<file path="config.mk">
export PLATFORM = sky130hd
export DESIGN_NAME = fp_enco
export DESIGN_NICKNAME = d
export VERILOG_FILES = /design/src/rtl/fp_pkg.sv /design/src/rtl/fp_round_rne.sv /design/src/rtl/fp_enco.sv
export SDC_FILE = /design/constraint.sdc
export NUM_CORES = 1
export LEC_CHECK = 0
export CAP_MARGIN = 15
export CELL_PAD_IN_SITES_DETAIL_PLACEMENT = 1
export CELL_PAD_IN_SITES_GLOBAL_PLACEMENT = 1
export CORE_MARGIN = 10
export CORE_UTILIZATION = 44
export DETAILED_ROUTE_END_ITERATION = 10
export GPL_TIMING_DRIVEN = 0
export MAX_ROUTING_LAYER = met4
export PLACE_DENSITY_LB_ADDON = 0.05
export SYNTH_ARGS = -nofsm -noshare
export SYNTH_HDL_FRONTEND = slang
export SYNTH_SLANG_ARGS = --single-unit
export TNS_END_PERCENT = 50
</file>
<file path="constraint.sdc">
create_clock -name clk -period 3.3 [get_ports clk]
set_input_delay 0.33 -clock clk [delete_from_list [all_inputs] [get_ports clk]]
set_output_delay 0.33 -clock clk [all_outputs]
set_load 0.05 [all_outputs]
</file>
<file path="src/rtl/fp_pkg.sv">
// Shared types and constants for the FP multiplier back end.
// Holds the encoder FSM states and the IEEE single-precision field constants.
package fp_pkg;

   typedef enum logic [2:0] {
      IDLE,
      NORM,
      ROUND,
      PACK,
      DONE
   } state_t;

   localparam int EXP_BIAS = 127;
   localparam int EXP_MAX = 255;
   localparam int MANT_IN_W = 48;
   localparam int FRAC_W = 23;
   localparam logic [7:0] FLOAT_INF_EXP = 8'hFF;

endpackage

</file>
<file path="src/rtl/fp_round_rne.sv">
// Round-to-nearest-even of a normalized 24-bit significand.
// The hidden bit is always set, so a carry-out happens only when kept is all ones.
module fp_round_rne
   import fp_pkg::*;
(
   input  logic [FRAC_W:0]   kept,
   input  logic              guard,
   input  logic              sticky,
   output logic [FRAC_W-1:0] frac,
   output logic              carry
);

   logic inc;

   assign inc = guard & (sticky | kept[0]);
   assign frac = kept[FRAC_W-1:0] + FRAC_W'(inc);
   assign carry = inc & (&kept);

endmodule

</file>
<file path="src/rtl/fp_enco.sv">
// Float encoder: normalizes a 48-bit significand product one bit per cycle,
// rounds to nearest-even and packs an IEEE-754 single-precision word.
module fp_enco #(
   parameter int MANT_IN_W = 48,
   parameter int EXP_IN_W  = 10,
   parameter int EXP_W     = 8,
   parameter int FRAC_W    = 23
) (
   input  logic                clk,
   input  logic                rst_n,
   input  logic                in_valid,
   output logic                in_ready,
   input  logic                signo,
   input  logic [EXP_IN_W-1:0] exponente,
   input  logic [MANT_IN_W-1:0] mantissa,
   output logic                out_valid,
   input  logic                out_ready,
   output logic [31:0]         float_num,
   output logic                overflow,
   output logic                underflow
);

   import fp_pkg::state_t;
   import fp_pkg::IDLE;
   import fp_pkg::NORM;
   import fp_pkg::ROUND;
   import fp_pkg::PACK;
   import fp_pkg::DONE;
   import fp_pkg::EXP_MAX;
   import fp_pkg::FLOAT_INF_EXP;

   // One extra exponent bit so the +/-1 adjustments never wrap.
   localparam int EW = EXP_IN_W + 1;
   localparam int G  = MANT_IN_W - 2 - (FRAC_W + 1);
   localparam logic signed [EW-1:0] E_ONE  = EW'(1);
   localparam logic signed [EW-1:0] E_ZERO = '0;
   localparam logic signed [EW-1:0] E_MAX  = EW'(EXP_MAX);

   state_t                 state;
   logic                   sgn_q;
   logic signed [EW-1:0]   exp_q;
   logic [MANT_IN_W-1:0]   man_q;
   logic                   sticky_q;
   logic                   zero_q;
   logic [FRAC_W-1:0]      frac_q;

   logic [FRAC_W:0]        kept;
   logic                   guard;
   logic                   sticky;
   logic [FRAC_W-1:0]      rnd_frac;
   logic                   rnd_carry;

   assign in_ready = (state == IDLE);

   assign kept   = man_q[MANT_IN_W-2 -: FRAC_W+1];
   assign guard  = man_q[G];
   assign sticky = (|man_q[G-1:0]) | sticky_q;

   fp_round_rne u_round (
      .kept   (kept),
      .guard  (guard),
      .sticky (sticky),
      .frac   (rnd_frac),
      .carry  (rnd_carry)
   );

   always_ff @(posedge clk) begin
      if (!rst_n) begin
         state     <= IDLE;
         sgn_q     <= 1'b0;
         exp_q     <= '0;
         man_q     <= '0;
         sticky_q  <= 1'b0;
         zero_q    <= 1'b0;
         frac_q    <= '0;
         out_valid <= 1'b0;
         float_num <= '0;
         overflow  <= 1'b0;
         underflow <= 1'b0;
      end else begin
         unique case (state)
            IDLE: begin
               if (in_valid) begin
                  sgn_q    <= signo;
                  exp_q    <= {exponente[EXP_IN_W-1], exponente};
                  man_q    <= mantissa;
                  sticky_q <= 1'b0;
                  zero_q   <= 1'b0;
                  state    <= NORM;
               end
            end
            NORM: begin
               if (man_q == '0) begin
                  zero_q <= 1'b1;
                  state  <= PACK;
               end else if (man_q[MANT_IN_W-1]) begin
                  man_q    <= man_q >> 1;
                  sticky_q <= sticky_q | man_q[0];
                  exp_q    <= exp_q + E_ONE;
                  state    <= ROUND;
               end else if (man_q[MANT_IN_W-2]) begin
                  state <= ROUND;
               end else begin
                  man_q <= man_q << 1;
                  exp_q <= exp_q - E_ONE;
                  if (exp_q <= E_ONE) state <= PACK;
               end
            end
            ROUND: begin
               frac_q <= rnd_frac;
               if (rnd_carry) exp_q <= exp_q + E_ONE;
               state <= PACK;
            end
            PACK: begin
               overflow  <= 1'b0;
               underflow <= 1'b0;
               state     <= DONE;
               if (zero_q) begin
                  float_num <= {sgn_q, {(EXP_W+FRAC_W){1'b0}}};
               end else if (exp_q >= E_MAX) begin
                  float_num <= {sgn_q, FLOAT_INF_EXP, {FRAC_W{1'b0}}};
                  overflow  <= 1'b1;
               end else if (exp_q <= E_ZERO) begin
                  float_num <= {sgn_q, {(EXP_W+FRAC_W){1'b0}}};
                  underflow <= 1'b1;
               end else begin
                  float_num <= {sgn_q, exp_q[EXP_W-1:0], frac_q};
               end
            end
            DONE: begin
               // Result word settles one edge before it is advertised.
               if (!out_valid) begin
                  out_valid <= 1'b1;
               end else if (out_ready) begin
                  out_valid <= 1'b0;
                  state     <= IDLE;
               end
            end
            default: state <= IDLE;
         endcase
      end
   end

endmodule

</file>
==> metrics.log, run 1 <==
INFO  metric run_status = finished, final reports clean
INFO  metric power.share.clock = 28.9%
INFO  metric hold_depth = 2
INFO  metric cts_repair_resizes = 0
INFO  metric fin_cells = 1100
INFO  metric crit_type = flip-flop to flip-flop
INFO  metric seq_power_share = 34.2%
INFO  metric initialDrtViolationCount = between 700 and 800
INFO  metric synth_sequential_area_ratio = 37.4%
INFO  metric clock.fmax = 364 MHz
INFO  metric clockBufferDepth = 2
INFO  metric worst_hold_path_type = flip-flop to flip-flop
INFO  metric setup_repair_after_global_routing_missed_its_margin = false
INFO  metric synthesis.nets = 852
INFO  metric floorplan.rows = 44
INFO  metric drive_gt1_share = 5.57%
INFO  metric cts_tree = done
INFO  metric route.antenna.remaining_nets = 0
INFO  metric flow.area_growth_from_synthesis = 26.6%
INFO  metric placedCellCount = between 1000 and 1500
INFO  metric final_max_slew_violation_count = 0
INFO  metric tritoncts_num_sinks = 123
INFO  metric routed_wl = 23000 µm
INFO  metric die_area = 20200 µm²
INFO  metric edff_count_synth = 0
INFO  metric htree_num_levels = 4
INFO  metric mostFrequentLayoutCells = sky130_fd_sc_hd__dfxtp_1 (123), sky130_fd_sc_hd__nand2_1 (106), sky130_fd_sc_hd__clkdlybuf4s50_1 (98)
INFO  metric floorplan.die.width = roughly 140 µm
INFO  metric crit_path_start_kind = flip-flop
INFO  metric tightestPinTransition = 0.885 ns
INFO  metric worst-endpoint-arrival = 3.04 ns
INFO  metric pin_count = 99
INFO  metric syn_area_per_cell = approximately 8.4 µm²
INFO  metric antenna_violations_before_repair = 0
INFO  metric setup_viol = 0
INFO  metric crit-reg2reg-capture = exp_q[5]
INFO  metric critPathMaxFanout = 10
INFO  metric layout.nets = 970
INFO  metric skew = 0.00784 ns
INFO  metric filler_cell_count = 1709
INFO  metric synthCells = 785
INFO  metric crit_chain = clkbuf_1, and4_1, nand4_1, a221o_1, clkbuf_1, o311ai_0, o31ai_1
INFO  metric die-height = around 140 µm
INFO  metric power.ir.vdd_worst = 0.390 mV
INFO  metric ys_dominant_reg_cell = sky130_fd_sc_hd__dfxtp_1
INFO  metric post_cts_hold_buffer_count = 0
INFO  metric max-slew-margin-rel = about two fifths
INFO  metric final_core_utilization = approximately 57%
INFO  metric cap_viol_max_count = 0
INFO  metric synth-seq-cells = roughly 120
INFO  metric detail_route.vias_per_cell = 6.10
INFO  metric critical_path.reg2reg.startpoint = man_q[25]
INFO  metric setup_tns = 0 ns
INFO  metric detailedRoute.firstPassIterationCount = 5
INFO  metric route.vias.total = 6709
INFO  metric switching_share = 39.9%
INFO  metric insertion_delay = 0.43 ns
INFO  metric multiInputGateArea = 3660 µm²
INFO  metric power.net_switching = around 0.0023 W
INFO  metric reg2reg_slack = roughly 0.55 ns
INFO  metric initial_core_util = 45.1%
INFO  metric power.internal = 0.00354 W
INFO  metric final-hold-violation-count = 0
INFO  metric mostFrequentLayoutCell = sky130_fd_sc_hd__dfxtp_1
INFO  metric finalCritPeriodShare = 83.2%
INFO  metric drt-wirelength-per-cell = 20.9 µm
INFO  metric clk_root_buffer_cell = sky130_fd_sc_hd__clkbuf_16
INFO  metric floorplan.core_area = 14600 µm²
INFO  metric asyncSetResetFlopFracSynth = 0%
INFO  metric remaining_drc_errors = 0
INFO  metric post-cts-setup-buffer-count = 0
INFO  metric power.density = between 700 and 800 nW/µm²
INFO  metric placement.io_buffers = 98
INFO  metric gp_weighted_congestion = 0.888
INFO  metric dpl.hpwl = about 17000 µm
INFO  metric cp_num_buf_inv = 2
INFO  metric crit_end_category = flip-flop
INFO  metric cts-buffers-inserted = 17
INFO  metric r2r_cells = 7
INFO  metric register_area = roughly 2500 µm²
INFO  metric power.combinational.fraction = 36.9%
INFO  metric grt_overflow_total = 0
INFO  metric cts.clk_slew.worst_paths = 0.06 ns
INFO  metric worst_hold_startpoint = float_num[26]
INFO  metric static-leakage-power = roughly 3.0 nW
INFO  metric grt_pass1_wl = about 37000 µm
INFO  metric min_period = 2.75 ns
INFO  metric insertedDiodeCount = 0
INFO  metric worst_path_largest_cell_delay = 0.45 ns
INFO  metric netlist-cell-type-count = 58
INFO  metric yosysWarningCount = 0
INFO  metric critical-path-top-cell-by-count = sky130_fd_sc_hd__clkbuf_1
INFO  metric gr-usage-all-layers = a little under a quarter
INFO  metric worst-endpoint-required = 3.59 ns
INFO  metric syn_area = 6580 µm²
INFO  metric grt_max_degree = 17
INFO  metric worst_path_max_delay_cell = sky130_fd_sc_hd__a221o_1
INFO  metric hold_end = float_num[26]
INFO  metric grt_pass1_vias = 6992
INFO  metric path_delay_family = compound AO/OA/AOI/OAI gates
final cells by class:
type / count / area share (%)
clock inverter: 12 / 1.14
tap: 184 / 2.76
buffer: 86 / 4.52
timing repair buffer: 99 / 11.8
sequential: 123 / 29.6
inverter: 20 / 0.902
clock buffer: 20 / 5.24
multi-input combinational: 556 / 44.0
kinds of logic (layout without fill, tap and decap cells):
family	Yosys count	after routing	synth area share [%]
fa+ha+maj	4	4	0.761
simple gates	245	245	17.8
flops	123	123	37.4
mux	47	47	7.15
compound gates	237	237	27.0
xor+xnor	23	23	3.06
buf+inv	106	237	6.87
flip-flops by register name (all words and copies together) (netlist names):
name	cells
float_num	32
zero_q	1
sticky_q	1
state	3
sgn_q	1
underflow	1
frac_q	23
overflow	1
man_q	48
out_valid	1
exp_q	11
metal layers:
metal  up-vias  share of wire (%)  GRT usage (%)
met5         -                  0              -
met4         0                1.2           5.76
met3        24                5.8           4.77
met2       207                 48           36.4
met1      3300                 45           29.6
li1       3178                  -              -
worst max path at each step:
stage | end | start | cells after the start | slack [ns]
floorplan | sticky_q | state[0] | 5 | 1.05
global placement | man_q[31] | state[0] | 8 | 0.48
detailed placement | man_q[44] | state[0] | 8 | 0.44
CTS | man_q[32] | state[0] | 8 | 0.36
global route | exp_q[5] | man_q[25] | 7 | 0.31
finish | exp_q[5] | man_q[25] | 7 | 0.55
through the flow:
stage               hold slack, ns  power [W]  instance area (µm²)  worst slack (ns)
global placement             0.440    0.00406                 7790             0.483
floorplan                    0.432    0.00348                 6580              1.05
detailed placement           0.451    0.00415                 7790             0.442
finish                       0.454    0.00589                 8330             0.553
global route                 0.472    0.00621                 8330             0.312
CTS                          0.459    0.00587                 8320             0.356
synthesized netlist by cell type (all sizes together), types with 2 or more instances:
| cell type | number | area [µm²] |
|---|---|---|
| nor3 | 10 | 60.1 |
| and3 | 9 | 56.3 |
| a211oi | 16 | 125 |
| nor4 | 11 | 90.1 |
| mux2i | 47 | 470 |
| a22oi | 24 | 180 |
| or4 | 2 | 18.8 |
| nor3b | 3 | 22.5 |
| o21ai | 30 | 150 |
| or3 | 6 | 37.5 |
| xnor2 | 8 | 70.1 |
| inv | 20 | 75.1 |
| and4 | 6 | 52.6 |
| o211ai | 48 | 360 |
| ha | 4 | 50.1 |
| a21oi | 30 | 150 |
| a221o | 34 | 340 |
| o31ai | 10 | 75.1 |
| nand3b | 4 | 30.0 |
| xor2 | 15 | 131 |
| dfxtp | 123 | 2460 |
| clkbuf | 71 | 267 |
| a32oi | 6 | 52.6 |
| and2 | 4 | 25.0 |
| a311oi | 3 | 26.3 |
| nor2 | 54 | 203 |
| o2111ai | 2 | 17.5 |
| nand2 | 106 | 398 |
| buf | 15 | 110 |
| nand3 | 16 | 85.1 |
| nand4 | 7 | 43.8 |
| nor2b | 5 | 31.3 |
| o311ai | 21 | 184 |
worst register-to-register path, stage by stage, from the launching register on:
cell                       delay (ns)
sky130_fd_sc_hd__dfxtp_1         0.31
sky130_fd_sc_hd__clkbuf_1        0.38
sky130_fd_sc_hd__and4_1          0.33
sky130_fd_sc_hd__nand4_1         0.31
sky130_fd_sc_hd__a221o_1         0.45
sky130_fd_sc_hd__clkbuf_1        0.27
sky130_fd_sc_hd__o311ai_0        0.43
sky130_fd_sc_hd__o31ai_1         0.13
power by group through the flow:
stage                     Combinational [W]  Clock (W)  Sequential [W]
after detailed placement            0.00212          0         0.00203
after floorplan                     0.00151          0         0.00197
after global placement              0.00204          0         0.00202
final                               0.00218    0.00170         0.00202
after CTS                           0.00215    0.00171         0.00201
after global routing                0.00237    0.00179         0.00205
No activity file was read; power rests on OpenSTA's default activity.
==> run 2, diff against run 1 <==
Settings changed: CORE_UTILIZATION 44 to 37.
Clock period 3.3 ns to 2.4 ns, I/O delays scaled along.
==> metrics.log, run 2 (same netlist as run 1, synthesis figures left out) <==
INFO  metric run_status = finished with violations
INFO  metric failed_checks = DRC
INFO  metric route.vias.total = 6651 (-0.86%)
INFO  metric clk_root_buffer_cell = sky130_fd_sc_hd__clkbuf_16
INFO  metric clock.fmax = 418 MHz (+15%)
INFO  metric final_max_slew_violation_count = 0 (unchanged)
INFO  metric pin_count = 99 (unchanged)
INFO  metric die-height = 153 µm (+7.8%)
INFO  metric min_period = 2.39 ns (-0.356 ns)
INFO  metric detail_route.vias_per_cell = 5.80 (-4.8%)
INFO  metric gr-usage-all-layers = 20.1% (-3.0 points)
INFO  metric setup_viol = 0 (unchanged)
INFO  metric reg2reg_slack = 0.009 ns (-0.54 ns)
INFO  metric initialDrtViolationCount = 423 (-40%)
INFO  metric power.ir.vdd_worst = 0.547 mV (+40%)
INFO  metric mostFrequentLayoutCell = sky130_fd_sc_hd__dfxtp_1
INFO  metric antenna_violations_before_repair = 0 (unchanged)
INFO  metric critPathMaxFanout = 5 (-5)
INFO  metric worst_hold_startpoint = signo
INFO  metric die_area = 23500 µm² (+16%)
INFO  metric switching_share = 39.1% (-0.76 points)
INFO  metric initial_core_util = 37.9% (-7.2 points)
INFO  metric mostFrequentLayoutCells = sky130_fd_sc_hd__dfxtp_1 (114), sky130_fd_sc_hd__nand2_1 (106), sky130_fd_sc_hd__clkdlybuf4s50_1 (97)
INFO  metric power.share.clock = 30.5% (+1.6 points)
INFO  metric remaining_drc_errors = 2 (+2)
INFO  metric gp_weighted_congestion = 0.908 (+2.2%)
INFO  metric cts_tree = done
INFO  metric power.density = 990 nW/µm² (+40%)
INFO  metric floorplan.die.width = 153 µm (+7.8%)
INFO  metric cts-buffers-inserted = 17 (unchanged)
INFO  metric route.antenna.remaining_nets = 0 (unchanged)
INFO  metric seq_power_share = 33.6% (-0.6 points)
INFO  metric stdcell_area = 8630 µm² (+3.7%)
INFO  metric crit-reg2reg-capture = exp_q[1]
INFO  metric tritoncts_num_sinks = 123 (unchanged)
INFO  metric detailedRoute.firstPassIterationCount = 8 (+3)
INFO  metric fin_cells = 1146 (+4.2%)
INFO  metric htree_num_levels = 4 (unchanged)
INFO  metric postLayoutSetupSlackWorst = 0.00895 ns (-0.544 ns)
INFO  metric routed_wl = 23500 µm (+2.3%)
INFO  metric drive_gt1_share = 10.2% (+4.6 points)
INFO  metric finalCritPeriodShare = 99.6% (+16 points)
INFO  metric hold_depth = 3 (+1)
INFO  metric cap_viol_max_count = 0 (unchanged)
INFO  metric reg.largest.list = man_q x48, float_num x32, frac_q x23
INFO  metric layout.nets = 975 (+0.52%)
INFO  metric grt_pass1_vias = 7016 (+0.34%)
INFO  metric crit_path_start_kind = flip-flop
INFO  metric clockBufferDepth = 2 (unchanged)
INFO  metric insertedDiodeCount = 0 (unchanged)
INFO  metric max-slew-margin-rel = 53.5% (+13 points)
INFO  metric grt_pass1_wl = 38200 µm (+1.9%)
INFO  metric largest_register_ffs = 48 (unchanged)
INFO  metric crit_type = flip-flop to flip-flop
INFO  metric critical-path-top-cell-by-count = sky130_fd_sc_hd__or4_4
INFO  metric crit_end_category = flip-flop
INFO  metric drt-wirelength-per-cell = 20.5 µm (-1.8%)
INFO  metric setup_repair_after_global_routing_missed_its_margin = true
INFO  metric regMostFlops = man_q
INFO  metric insertion_delay = 0.43 ns (about the same)
INFO  metric final_core_utilization = 49.7% (-7.3 points)
INFO  metric place_area = 7850 µm² (+0.72%)
INFO  metric floorplan.core_area = 17400 µm² (+19%)
INFO  metric worst-endpoint-arrival = 2.74 ns (-0.30 ns)
INFO  metric grt_overflow_total = 0 (unchanged)
INFO  metric tightestPinTransition = 0.697 ns (-0.188 ns)
INFO  metric worst_path_max_delay_cell = sky130_fd_sc_hd__or4_4
INFO  metric hold_end = sgn_q
INFO  metric skew = 0.0117 ns (+0.00383 ns)
INFO  metric placement.io_buffers = 98 (unchanged)
INFO  metric dpl.hpwl = 17200 µm (+2.6%)
INFO  metric p_total = 0.00855 W (+45%)
INFO  metric path_delay_family = simple AND/OR/NAND/NOR gates
INFO  metric worst_hold_path_type = input pin to flip-flop
INFO  metric flow.area_growth_from_synthesis = 31.2%
INFO  metric preCtsSetupSlack = -0.338 ns (-0.780 ns)
INFO  metric power.combinational.fraction = 35.9% (-1.0 points)
INFO  metric cts.clk_slew.worst_paths = 0.06 ns (about the same)
INFO  metric cp_num_buf_inv = 1 (-1)
INFO  metric power.net_switching = 0.00334 W (+42%)
INFO  metric floorplan.rows = 48 (+9.1%)
INFO  metric critical_path.reg2reg.startpoint = man_q[34]
INFO  metric worst_path_largest_cell_delay = 0.55 ns (+0.10 ns)
INFO  metric power.internal = 0.00521 W (+47%)
INFO  metric filler_cell_count = 2051 (+20%)
INFO  metric r2r_cells = 7 (unchanged)
INFO  metric final-hold-violation-count = 0 (unchanged)
INFO  metric worst-endpoint-required = 2.75 ns (-0.84 ns)
INFO  metric crit_chain = or4_4, nor3_4, nand3_4, or4_4, nand3b_1, buf_6, mux2i_1
INFO  metric static-leakage-power = 3.10 nW (+4.7%)
INFO  metric grt_max_degree = 17 (unchanged)
INFO  metric placedCellCount = 1109 (+3.9%)
[run 2: changes by cell type in the layout (fill, tap and decap cells not counted), sizes merged]
cell / delta
clkbuf: -8
clkinv: -2
clkdlybuf4s50: -1
bufinv: +2
buf: +11
dlygate4sd2: +1
clkinvlp: -1
inv: +3
[run 2: through the flow]
step | TNS [ns] | hold slack, ns
2_1_floorplan | 0 | 0.387
3_3_place_gp | -25.24 | 0.441
3_5_place_dp | -8.73 | 0.450
4_1_cts | -0.0000930 | 0.400
5_1_grt | -3.63 | 0.451
6_report | 0 | 0.417
[run 2: layout make-up]
type | instances | area [µm²] | share of cell area (%)
clock inverter | 14 | 160 | 1.85
tap | 225 | 282 | 3.26
clock buffer | 18 | 429 | 4.97
buffer | 78 | 369 | 4.27
timing repair buffer | 112 | 1090 | 12.6
sequential | 123 | 2480 | 28.7
multi-input combinational | 556 | 3750 | 43.5
inverter | 20 | 75.1 | 0.869
[run 2: worst reg2reg max path, stage by stage (launching register included)]
cell and delay [ns]:
sky130_fd_sc_hd__dfxtp_4 0.35, sky130_fd_sc_hd__or4_4 0.54, sky130_fd_sc_hd__nor3_4 0.20, sky130_fd_sc_hd__nand3_4 0.12, sky130_fd_sc_hd__or4_4 0.55, sky130_fd_sc_hd__nand3b_1 0.20
sky130_fd_sc_hd__buf_6 0.17, sky130_fd_sc_hd__mux2i_1 0.17
[run 2: how the worst max path moves through the flow]
stage / startpoint / endpoint / slack, ns / cells past startpoint
global route: man_q[35] / exp_q[1] / -0.13 / 7
global placement: state[0] / man_q[31] / -0.49 / 8
floorplan: state[0] / sticky_q / 0.15 / 5
CTS: man_q[32] / exp_q[2] / -0.00009 / 7
finish: man_q[34] / exp_q[1] / 0.009 / 7
detailed placement: man_q[26] / exp_q[7] / -0.34 / 7
[run 2: routing by layer]
layer  global-route usage (%)  wire length [µm]  vias to the layer above
met4                     6.84               304                        0
met2                     31.5             11100                      171
met1                     25.6             11100                     3271
met3                     3.54               966                       26
met5                        -                 0                        -
li1                         -                 -                     3183
[run 2: repair_timing]
action,CTS,global route
hold buffers,0,0
cloned,1,0
setup buffers,4,8
setup endpoints to repair,74,80
pin swaps,3,3
gates resized for setup,22,38
[run 2: power by group through the flow]
stage / clock (W) / sequential (W) / combinational [W]
final: 0.00261 / 0.00288 / 0.00307
after global routing: 0.00273 / 0.00293 / 0.00338
after CTS: 0.00263 / 0.00282 / 0.00299
after detailed placement: 0 / 0.00280 / 0.00293
after global placement: 0 / 0.00278 / 0.00284
after floorplan: 0 / 0.00271 / 0.00208
==> run 3, diff against run 2 <==
--- a/constraint.sdc
+++ b/constraint.sdc
@@ -3,2 +3,2 @@
 set_output_delay 0.24 -clock clk [all_outputs]
-set_load 0.05 [all_outputs]
+set_load 0.01 [all_outputs]
==> metrics.log, run 3 (same netlist as run 1, synthesis figures left out) <==
INFO  metric routed-wl-met3 = 979 µm (+1.3%)
INFO  metric final-hold-violation-count = 0 (unchanged)
INFO  metric initialDrtViolationCount = 458 (+8.3%)
INFO  metric detailedRoute.firstPassIterationCount = 5 (-3)
INFO  metric grt_max_degree = 17 (unchanged)
INFO  metric tritoncts_num_sinks = 123 (unchanged)
INFO  metric finalCritPeriodShare = 98.6% (-1.0 points)
INFO  metric crit_end_category = flip-flop
INFO  metric cts_tree = done
INFO  metric mostFrequentLayoutCells = sky130_fd_sc_hd__dfxtp_1 (113), sky130_fd_sc_hd__nand2_1 (106), sky130_fd_sc_hd__clkdlybuf4s50_1 (98)
INFO  metric cts-buffers-inserted = 17 (unchanged)
INFO  metric worst-endpoint-required = 2.75 ns (about the same)
INFO  metric final_core_utilization = 49.6% (-0.11 points)
INFO  metric routed_wl = 23400 µm (-0.35%)
INFO  metric placement.io_buffers = 98 (unchanged)
INFO  metric skew = 0.0117 ns (+0.0000139 ns)
INFO  metric min_period = 2.37 ns (-0.0244 ns)
INFO  metric power.ir.vdd_worst = 0.549 mV (+0.27%)
INFO  metric gr-usage-all-layers = 20.1% (about the same)
INFO  metric floorplan.die.width = 153 µm (unchanged)
INFO  metric clk_root_buffer_cell = sky130_fd_sc_hd__clkbuf_16
INFO  metric grt_pass1_wl = 38200 µm (about the same)
INFO  metric drt-wirelength-per-cell = 20.5 µm (about the same)
INFO  metric dpl.hpwl = 17200 µm (unchanged)
INFO  metric regMostFlops = man_q
INFO  metric largest_register_ffs = 48 (unchanged)
INFO  metric insertion_delay = 0.43 ns (about the same)
INFO  metric worst_hold_path_type = input pin to flip-flop
INFO  metric setup_repair_after_global_routing_missed_its_margin = true
INFO  metric cap_viol_max_count = 0 (unchanged)
INFO  metric pin_count = 99 (unchanged)
INFO  metric postLayoutSetupSlackWorst = 0.0334 ns (+0.0244 ns)
INFO  metric gp_weighted_congestion = 0.908 (unchanged)
INFO  metric drive_gt1_share = 10.0% (-0.17 points)
INFO  metric mostFrequentLayoutCell = sky130_fd_sc_hd__dfxtp_1
INFO  metric initial_core_util = 37.9% (unchanged)
INFO  metric detail_route.vias_per_cell = 5.81 (+0.15%)
INFO  metric layout.nets = 971 (-0.41%)
INFO  metric insertedDiodeCount = 0 (unchanged)
INFO  metric floorplan.core_area = 17400 µm² (unchanged)
INFO  metric post_cts_hold_buffer_count = 0 (unchanged)
INFO  metric route.antenna.remaining_nets = 0 (unchanged)
INFO  metric power.density = 983 nW/µm² (-0.74%)
INFO  metric tightestPinTransition = 0.705 ns (+0.00869 ns)
INFO  metric dr_wl_met2 = 11000 µm (-0.40%)
INFO  metric preCtsSetupSlack = -0.338 ns (unchanged)
INFO  metric floorplan.rows = 48 (unchanged)
INFO  metric static-leakage-power = 3.09 nW (-0.18%)
INFO  metric die_area = 23500 µm² (unchanged)
INFO  metric place_area = 7850 µm² (unchanged)
INFO  metric max-slew-margin-rel = 53.0% (-0.58 points)
INFO  metric crit_path_start_kind = flip-flop
INFO  metric filler_cell_count = 2052 (+0.049%)
INFO  metric grt_pass1_vias = 7009 (-0.10%)
INFO  metric clockBufferDepth = 2 (unchanged)
INFO  metric maxUsedRoutingLayer = met4
INFO  metric p_total = 0.00847 W (-0.95%)
INFO  metric antenna_violations_before_repair = 0 (unchanged)
INFO  metric crit_type = flip-flop to flip-flop
INFO  metric htree_num_levels = 4 (unchanged)
INFO  metric worst-endpoint-arrival = 2.72 ns (-0.02 ns)
INFO  metric remaining_drc_errors = 0 (-2)
INFO  metric grt_overflow_total = 0 (unchanged)
INFO  metric stdcell_area = 8620 µm² (-0.22%)
INFO  metric critPathMaxFanout = 5 (unchanged)
INFO  metric route.vias.total = 6638 (-0.20%)
INFO  metric die-height = 153 µm (unchanged)
INFO  metric wl_met1 = 11100 µm (-0.67%)
INFO  metric cts.clk_slew.worst_paths = 0.06 ns (about the same)
INFO  metric final_max_slew_violation_count = 0 (unchanged)
INFO  metric flow.area_growth_from_synthesis = 31.0%
INFO  metric clock.fmax = 423 MHz (+1.0%)
INFO  metric setup_viol = 0 (unchanged)
INFO  metric reg.largest.list = man_q x48, float_num x32, frac_q x23
INFO  metric run_status = finished, final reports clean
[run 3: cell types whose count changed in the layout (fill, tap and decap cells not counted), moves of 2 or more]
cell / delta
sky130_fd_sc_hd__o21ai_0: +2
sky130_fd_sc_hd__nor3b_1: -2
sky130_fd_sc_hd__buf_2: +2
sky130_fd_sc_hd__nor3b_2: +2
sky130_fd_sc_hd__o21ai_1: -2
sky130_fd_sc_hd__buf_4: -5
[run 3: layer usage]
metal  vias up  global-route usage [%]
li1       3172                       -
met1      3267                    25.5
met2       173                    31.6
met3        26                    3.54
met4         0                    6.84
met5         -                       -
[run 3: report_power, final]
part	internal [W]	switching [W]	total (W)
logic	0.00123	0.00176	0.00299
clock network	0.00155	0.00105	0.00260
registers	0.00242	0.000454	0.00287
[run 3: path summary, 6_finish.rpt]
path	depth (start not counted)	end	slack, ns	startpoint
worst min-delay path	3	sgn_q	0.42	signo
worst max-delay path	7	exp_q[1]	0.03	man_q[34]
worst max register to register	7	exp_q[1]	0.03	man_q[34]
worst min register to register	2	float_num[29]	0.45	float_num[29]
[run 3: per-stage QoR]
step	instances	hold slack [ns]	TNS [ns]
2_1_floorplan	785	0.387	0
3_3_place_gp	1108	0.441	-25.24
3_5_place_dp	1109	0.450	-8.73
4_1_cts	1142	0.400	0
5_1_grt	1142	0.451	-0.342
6_report	1142	0.420	0
[run 3: cell type report]
class                           instances  area (µm²)  area share, %
Tap cell                              225         282           3.27
Inverter                               20        75.1          0.871
Clock buffer                           18         429           4.98
Clock inverter                         14         160           1.86
Multi-Input combinational cell        556        3750           43.6
Sequential cell                       123        2480           28.8
Buffer                                 78         367           4.26
Timing Repair Buffer                  108        1070           12.4
[run 3: worst max-delay path, stage by stage, from the launching register on]
cell and delay (ns):
sky130_fd_sc_hd__dfxtp_4 0.35, sky130_fd_sc_hd__or4_4 0.54, sky130_fd_sc_hd__nor3_4 0.17, sky130_fd_sc_hd__nand3_4 0.12, sky130_fd_sc_hd__or4_4 0.55, sky130_fd_sc_hd__nand3b_1 0.21
sky130_fd_sc_hd__buf_6 0.17, sky130_fd_sc_hd__mux2i_1 0.17
[run 3: what timing repair did]
| item | 4_1_cts | 5_1_grt |
|---|---|---|
| setup buffers | 4 | 4 |
| gates resized for setup | 21 | 38 |
| pin swaps | 6 | 4 |
| cloned | 1 | 0 |
| endpoints found under the setup margin | 73 | 79 |
